===== config.mk =====
export PLATFORM = sky130hd
export DESIGN_NAME = dmem_ctrl
export DESIGN_NICKNAME = d
export VERILOG_FILES = /design/src/rtl/dmem_ctrl.sv
export SDC_FILE = /design/constraint.sdc
export NUM_CORES = 1
export LEC_CHECK = 0
export CAP_MARGIN = 25
export CORE_ASPECT_RATIO = 1.4
export CORE_MARGIN = 2
export CORE_UTILIZATION = 45
export CTS_CLUSTER_DIAMETER = 80
export DETAILED_ROUTE_END_ITERATION = 6
export PLACE_DENSITY = 0.83
export SYNTH_ARGS = -nofsm -noshare
export SYNTH_HDL_FRONTEND = slang
export SYNTH_SLANG_ARGS = --single-unit

===== constraint.sdc =====
create_clock -name clk -period 4.6 [get_ports clk]
set_clock_uncertainty 0.05 [all_clocks]
set_input_delay 1.15 -clock clk [delete_from_list [all_inputs] [get_ports clk]]
set_output_delay 1.15 -clock clk [all_outputs]
set_load 0.05 [all_outputs]

===== src/rtl/dmem_ctrl.sv =====
// Data-memory sequencer: arbitrates the CPU load/store port and the DMA word port,
// and adds sub-word loads and read-modify-write sub-word stores over a word-only memory.
module dmem_ctrl #(
  parameter int unsigned MEM_BYTES = 16384,
  parameter int unsigned IDX_W     = 12
) (
  input  logic        clk,
  input  logic        rst,
  input  logic        cpu_req,
  input  logic        cpu_we,
  input  logic [2:0]  cpu_funct3,
  input  logic [31:0] cpu_addr,
  input  logic [31:0] cpu_wdata,
  output logic [31:0] cpu_rdata,
  output logic        cpu_ack,
  output logic        cpu_err,
  input  logic        dma_req,
  input  logic        dma_we,
  input  logic [31:0] dma_addr,
  input  logic [31:0] dma_wdata,
  output logic [31:0] dma_rdata,
  output logic        dma_ack,
  output logic        dma_err,
  output logic [31:0] mem_addr,
  output logic        mem_we,
  output logic [31:0] mem_wd,
  input  logic [31:0] mem_rd,
  output logic        busy
);

  typedef enum logic [1:0] {IDLE, ACCESS, MERGE_WR, RESP} state_t;
  typedef enum logic {GNT_CPU, GNT_DMA} gnt_t;

  state_t      state;
  gnt_t        last_grant;
  gnt_t        gnt;
  logic        l_we;
  logic [2:0]  l_f3;
  logic [1:0]  l_lane;
  logic [31:0] l_wdata;

  logic        pick_cpu, pick_dma;
  logic        sel_we, sel_err;
  logic [2:0]  sel_f3;
  logic [31:0] sel_addr, sel_wdata;
  logic [31:0] load_val, merged;
  logic [7:0]  lane_b;
  logic [15:0] lane_h;
  logic [4:0]  sh_b, sh_h;

  // DMA requests are normalised to an aligned word access so one error check serves both ports.
  always_comb begin
    pick_cpu  = cpu_req && (!dma_req || last_grant == GNT_DMA);
    pick_dma  = dma_req && !pick_cpu;
    sel_we    = pick_cpu ? cpu_we : dma_we;
    sel_f3    = pick_cpu ? cpu_funct3 : 3'b010;
    sel_addr  = pick_cpu ? cpu_addr : (dma_addr & ~32'd3);
    sel_wdata = pick_cpu ? cpu_wdata : dma_wdata;
    sel_err   = !(sel_f3 inside {3'b000, 3'b001, 3'b010, 3'b100, 3'b101})
             || (sel_we && sel_f3[2])
             || (sel_f3[1:0] == 2'b01 && sel_addr[0])
             || (sel_f3 == 3'b010 && sel_addr[1:0] != 2'b00)
             || (sel_addr >= MEM_BYTES);
  end

  always_comb begin
    sh_b   = {l_lane, 3'b000};
    sh_h   = {l_lane[1], 4'b0000};
    lane_b = 8'(mem_rd >> sh_b);
    lane_h = l_lane[1] ? mem_rd[31:16] : mem_rd[15:0];
    case (l_f3)
      3'b000:  load_val = {{24{lane_b[7]}}, lane_b};
      3'b100:  load_val = {24'h0, lane_b};
      3'b001:  load_val = {{16{lane_h[15]}}, lane_h};
      3'b101:  load_val = {16'h0, lane_h};
      default: load_val = mem_rd;
    endcase
    if (l_f3[0])
      merged = (mem_rd & ~(32'h0000_FFFF << sh_h)) | ({16'h0, l_wdata[15:0]} << sh_h);
    else
      merged = (mem_rd & ~(32'h0000_00FF << sh_b)) | ({24'h0, l_wdata[7:0]} << sh_b);
  end

  // Write enable is decoded from state so reset can kill it in the same cycle.
  assign mem_we = !rst && (state == MERGE_WR || (state == ACCESS && l_we && l_f3 == 3'b010));
  assign busy   = (state != IDLE);

  always_ff @(posedge clk) begin
    if (rst) begin
      state      <= IDLE;
      last_grant <= GNT_DMA;
      gnt        <= GNT_CPU;
      l_we       <= 1'b0;
      l_f3       <= '0;
      l_lane     <= '0;
      l_wdata    <= '0;
      mem_addr   <= '0;
      mem_wd     <= '0;
      cpu_rdata  <= '0;
      dma_rdata  <= '0;
      cpu_ack    <= 1'b0;
      dma_ack    <= 1'b0;
      cpu_err    <= 1'b0;
      dma_err    <= 1'b0;
    end else begin
      cpu_ack <= 1'b0;
      dma_ack <= 1'b0;
      cpu_err <= 1'b0;
      dma_err <= 1'b0;
      case (state)
        IDLE: begin
          if (pick_cpu || pick_dma) begin
            gnt        <= pick_cpu ? GNT_CPU : GNT_DMA;
            last_grant <= pick_cpu ? GNT_CPU : GNT_DMA;
            l_we       <= sel_we;
            l_f3       <= sel_f3;
            l_lane     <= sel_addr[1:0];
            l_wdata    <= sel_wdata;
            if (sel_err) begin
              state <= RESP;
              if (pick_cpu) begin
                cpu_ack   <= 1'b1;
                cpu_err   <= 1'b1;
                cpu_rdata <= '0;
              end else begin
                dma_ack   <= 1'b1;
                dma_err   <= 1'b1;
                dma_rdata <= '0;
              end
            end else begin
              state    <= ACCESS;
              mem_addr <= 32'({sel_addr[IDX_W+1:2], 2'b00});
              mem_wd   <= sel_wdata;
            end
          end
        end
        ACCESS: begin
          if (l_we && l_f3 != 3'b010) begin
            mem_wd <= merged;
            state  <= MERGE_WR;
          end else begin
            state <= RESP;
            if (gnt == GNT_CPU) begin
              cpu_ack   <= 1'b1;
              cpu_rdata <= l_we ? 32'h0 : load_val;
            end else begin
              dma_ack   <= 1'b1;
              dma_rdata <= l_we ? 32'h0 : mem_rd;
            end
          end
        end
        MERGE_WR: begin
          state     <= RESP;
          cpu_ack   <= 1'b1;
          cpu_rdata <= '0;
        end
        RESP: state <= IDLE;
        default: state <= IDLE;
      endcase
    end
  end

endmodule


==> Yosys cells after proc, flatten, opt, wreduce, memory -nomap -nowiden <==
Cells that the tools add are included.
{ "totals": {"register_bits": 138, "output_inout_bits": 134, "elab_cells": 126, "in_bits": 169} }
{ "classes": {"n_mux": 41, "bitwise": 8, "reduce_logical": 34, "magnitude_cmp": 1, "eq_ne": 22, "shifts": 5} }
{ "op_table": {"columns": ["cell", "n"], "rows": [
  ["$mux 32", 18],
  ["$pmux 32 s2", 2],
  ["$pmux 32 s4", 1],
  ["$pmux 32 s3", 1],
  ["$and 32x32->32", 2],
  ["$not 32->32", 2],
  ["$or 32x32->32", 2],
  ["$ge 32x15->1 const B", 1],
  ["$shl 16x5->32", 1],
  ["$shl 16x5->32 const A", 1],
  ["$shl 8x5->32", 1],
  ["$shl 8x5->32 const A", 1],
  ["$shr 32x5->8", 1],
  ["$mux 16", 1],
  ["$ne 2x2->1 const B", 8],
  ["$eq 3x3->1 const B", 4],
  ["$mux 1", 12],
  ["$reduce_and 6->1", 2],
  ["$logic_and 1x1->1", 9],
  ["$pmux 2 s4", 1],
  ["$logic_or 1x1->1", 7],
  ["$eq 3x1->1 const B", 2],
  ["$eq 3x2->1 const B", 2],
  ["$logic_not 3->1", 2],
  ["18 further kinds", 27]
]} }

==> Longest topological paths before layout <==
{ "logic_depth": {"word_depth": 14, "depth_mapped": 10, "mapped_depth_nobuf": 8} }

==> Least setup slack after synthesis <==
No wires, ideal clock.
{ "synth_timing": {"path_kind": "input -> output", "start": "input rst", "end": "output mem_we", "t_arrival_ps": 2206, "required_ps": 3400, "path_stages": 3, "path_buffers": 2, "slack_ps": 1194, "path_cell_list": "clkbuf_1 -> clkbuf_1 -> nor2_1"} }
{ "synth_between": {"elab_chain_len": 2} }
{ "synth_rtl": {"columns": ["element", "line_no", "text"], "rows": [
  ["start: declaration", "8", "input logic rst,"],
  ["$logic_not 1->1", "85", "assign mem_we = !rst && (state == MERGE_WR || (state == ACCESS && l_we && l_f3 == 3'b010));"],
  ["$logic_and 1x1->1", "85", null],
  ["end: declaration", "25", "output logic mem_we,"]
]} }
No other way between the ends.

==> Worst setup path after layout <==
{ "layout_timing": {"start": "input cpu_addr[17]", "end": "register dma_rdata[3]"} }
{ "layout_between": {"elab_chain_len": 5} }
{ "layout_rtl": {"columns": ["element", "line_no", "text"], "rows": [
  ["start: declaration", "12", "input logic [31:0] cpu_addr,"],
  ["$mux 32", "57", "sel_addr = pick_cpu ? cpu_addr : (dma_addr & ~32'd3);"],
  ["$ge 32x15->1", "63", "|| (sel_addr >= MEM_BYTES);"],
  ["$logic_or 1x1->1", "63", null],
  ["$ne 2x2->1 (no line)", null, null],
  ["$reduce_and 6->1 (no line)", null, null],
  ["end signal: assignment", "148", "dma_rdata <= l_we ? 32'h0 : mem_rd;"],
  ["end: declaration", "21", "output logic [31:0] dma_rdata,"]
]} }
No other way between the ends.
A chain may end at the register's enable or synchronous reset.

==> flow_metrics.env <==
export IMPL_yosysWarnings=0
export IMPL_die_h_microns=158
export IMPL_rr_worst_depth=10
export IMPL_synth_top_cell_area_share_pct=36.1
export IMPL_dp_hpwl_microns=18800
export IMPL_post_route_period_util_pct=75.3
export IMPL_vias=7934
export IMPL_drive_gt1_share_pct=6.73
export IMPL_hold_path_class="reg2reg"
export IMPL_mostFrequentLayoutCell="clkdlybuf4s50_1"
export IMPL_tightest_slew_ps=944
export IMPL_die_area_sq_mm=0.0181
export IMPL_post_cts_setup_buffers=0
export IMPL_first_iter_violations=639
export IMPL_startpoint="cpu_addr[17]"
export IMPL_synthesis_area_sq_mm=0.00766
export IMPL_num_rows=56
export IMPL_final_util_pct=65.7
export IMPL_ys_types=61
export IMPL_layout_area_overhead_vs_synth_pct=43.6
export IMPL_ir_drop_mv=0.332
export IMPL_cts_buffer_depth=2
export IMPL_crit_type="in2reg"
export IMPL_routed_via_density=5.76
export IMPL_cts_resized=0
export IMPL_io_buffers=280
export IMPL_r2r_slack_ps=1550
export IMPL_status="finished, final reports clean"
export IMPL_timing_rr_end="mem_wd[13]"
export IMPL_cts_buffers=17
export IMPL_synth_edf_count=0
export IMPL_r2r_start="state[0]"
export IMPL_final_fill_count=1400
export IMPL_layout_common_cells="clkdlybuf4s50_1, nand2_1, dfxtp_1"
export IMPL_period_minus_slack_ps=3460
export IMPL_relSlewSlack_pct=37.1
export IMPL_clockRootBuffer="clkbuf_16"
export IMPL_hold_viol_final=0
export IMPL_end_kind="flop"
export IMPL_syn_mean_instance_area_sq_um=8.25
export IMPL_hold_buffers=0
export IMPL_synth_seq_cells=138
export IMPL_overflow=0
export IMPL_antenna_found_initial=0
export IMPL_critical_path_arrival_ps=3760
export IMPL_clkSlewWorstSetupHoldPaths_ps=60
export IMPL_power_leakage_nw=4.20
export IMPL_globalplace_congestion=0.910
export IMPL_cts_tree="built"
export IMPL_drtPass1Iterations=5
export IMPL_antenna_left=0
export IMPL_drc=0
export IMPL_cts_sinks=138
export IMPL_grt_pass1_wl_microns=39700
export IMPL_fmax_mhz=289
export IMPL_cap_violations=0
export IMPL_setup_violations=0
export IMPL_ios=303
export IMPL_totalWireLength_microns=25600
export IMPL_rsz0062_at_grt="no"
export IMPL_tns_ps=0
export IMPL_nets=1334
export IMPL_path_max_fanout=32
export IMPL_hp_start="dma_rdata[8]"
export IMPL_netlist_instances=928
export IMPL_routedWlPerCell_microns=18.6
export IMPL_async_flop_share_pct=0
export IMPL_diodes=0
export IMPL_yosysTopAreaCell="dfxtp_1"
export IMPL_worstPathRequired_ps=4890
export IMPL_grt_max_degree=81
export IMPL_clk_insertion_delay_late_ps=430
export IMPL_p_per_area_mw_per_mm2=581
export IMPL_start_kind="primary input"
export IMPL_setup_worst_path_end="dma_rdata[3]"
export IMPL_dieWidth_microns=114
export IMPL_start_util_pct=45.7
export IMPL_synthFlopType="dfxtp_1"
export IMPL_h_tree_depth=4
export IMPL_yosysSeqAreaShare_pct=36.1
export IMPL_synthTopCellsByArea="dfxtp_1, mux2i_1, nand2_1, o211ai_1, a21oi_1"
export IMPL_core_region_area_sq_mm=0.0167
export IMPL_grt_pass1_vias=7513
export IMPL_drv_slew=0
export IMPL_grt_use_total_pct=28.0
-- worst min-delay path by stage --
| stage | to | slack, ps | cells after the start |
|---|---|---|---|
| after floorplan | last_grant | 390 | 2 |
| after global placement | cpu_rdata[2] | 390 | 2 |
| after detailed placement | cpu_rdata[4] | 400 | 2 |
| after CTS | dma_rdata[7] | 410 | 2 |
| after global routing | dma_rdata[7] | 430 | 2 |
| final | dma_rdata[8] | 410 | 2 |
-- critical path, cell delays in order --
cell	delay, ps
clkdlybuf4s50_1	400
or4_1	580
nor4_4	340
o211a_1	240
a2111o_2	730
mux2i_1	280
-- report_power, final --
part / internal (mW) / switching, mW
Sequential: 1.50 / 0.205
Clock: 0.857 / 0.557
Combinational: 1.17 / 2.11
Total: 3.52 / 2.88
-- logic make-up (layout without fill, tap and decap cells) --
family,after synthesis,in the layout,synth area share (%)
and+or+nand+nor,313,313,18.6
adders and majority gates,4,4,0.653
AOI/OAI and AO/OA,237,237,22.9
muxes,97,97,13.0
DFF,138,138,36.1
other,1,20,0.0490
buffers and inverters,138,365,8.87
-- final cells by class --
class,count,area (sq um),share of cell area [%]
tap,203,254,2.31
inverter,31,116,1.06
timing repair buffer,302,2960,26.9
clock buffer,19,433,3.94
clock inverter,13,170,1.55
sequential,138,2760,25.1
multi-input combinational,671,4300,39.1
-- cell usage after synthesis, drive strengths merged, types with 4 or more instances --
master,n
nand2,166
dfxtp,138
mux2i,89
clkbuf,61
nor2,60
a21oi,47
buf,46
o211ai,37
inv,31
nand3,24
o21ai,24
o32ai,24
nor2b,23
a311oi,14
nor3,13
a22oi,11
a221oi,10
a211oi,9
nor4,9
o22a,8
o22ai,8
a2bb2oi,7
a32oi,7
a41o,7
mux2,7
nand3b,7
o2111ai,7
o221ai,7
ha,4
-- sequential cells by signal (all words and copies together) (netlist names), 2 cells and up --
name       cells
mem_wd        32
cpu_rdata     32
l_f3           3
l_wdata       16
mem_addr      12
l_lane         2
state          2
dma_rdata     32
-- through the flow --
stage	instances	hold slack [ps]	total power [mW]	instance area (sq um)	setup WS (ps)
6_report	1377	406	6.40	11000	1140
5_1_grt	1377	430	6.70	11000	955
4_1_cts	1377	409	6.39	11000	1110
3_5_place_dp	1345	399	4.97	10400	699
3_3_place_gp	1345	393	4.92	10400	760
2_1_floorplan	947	395	4.03	7730	1190
-- metal layers --
layer | GRT usage [%] | routed length [microns]
met3 | 6.13 | 1940
met4 | 11.7 | 931
met5 | 0 | 0
met2 | 47.7 | 12700
met1 | 34.2 | 10000
No activity file was read; power rests on OpenSTA's default activity.
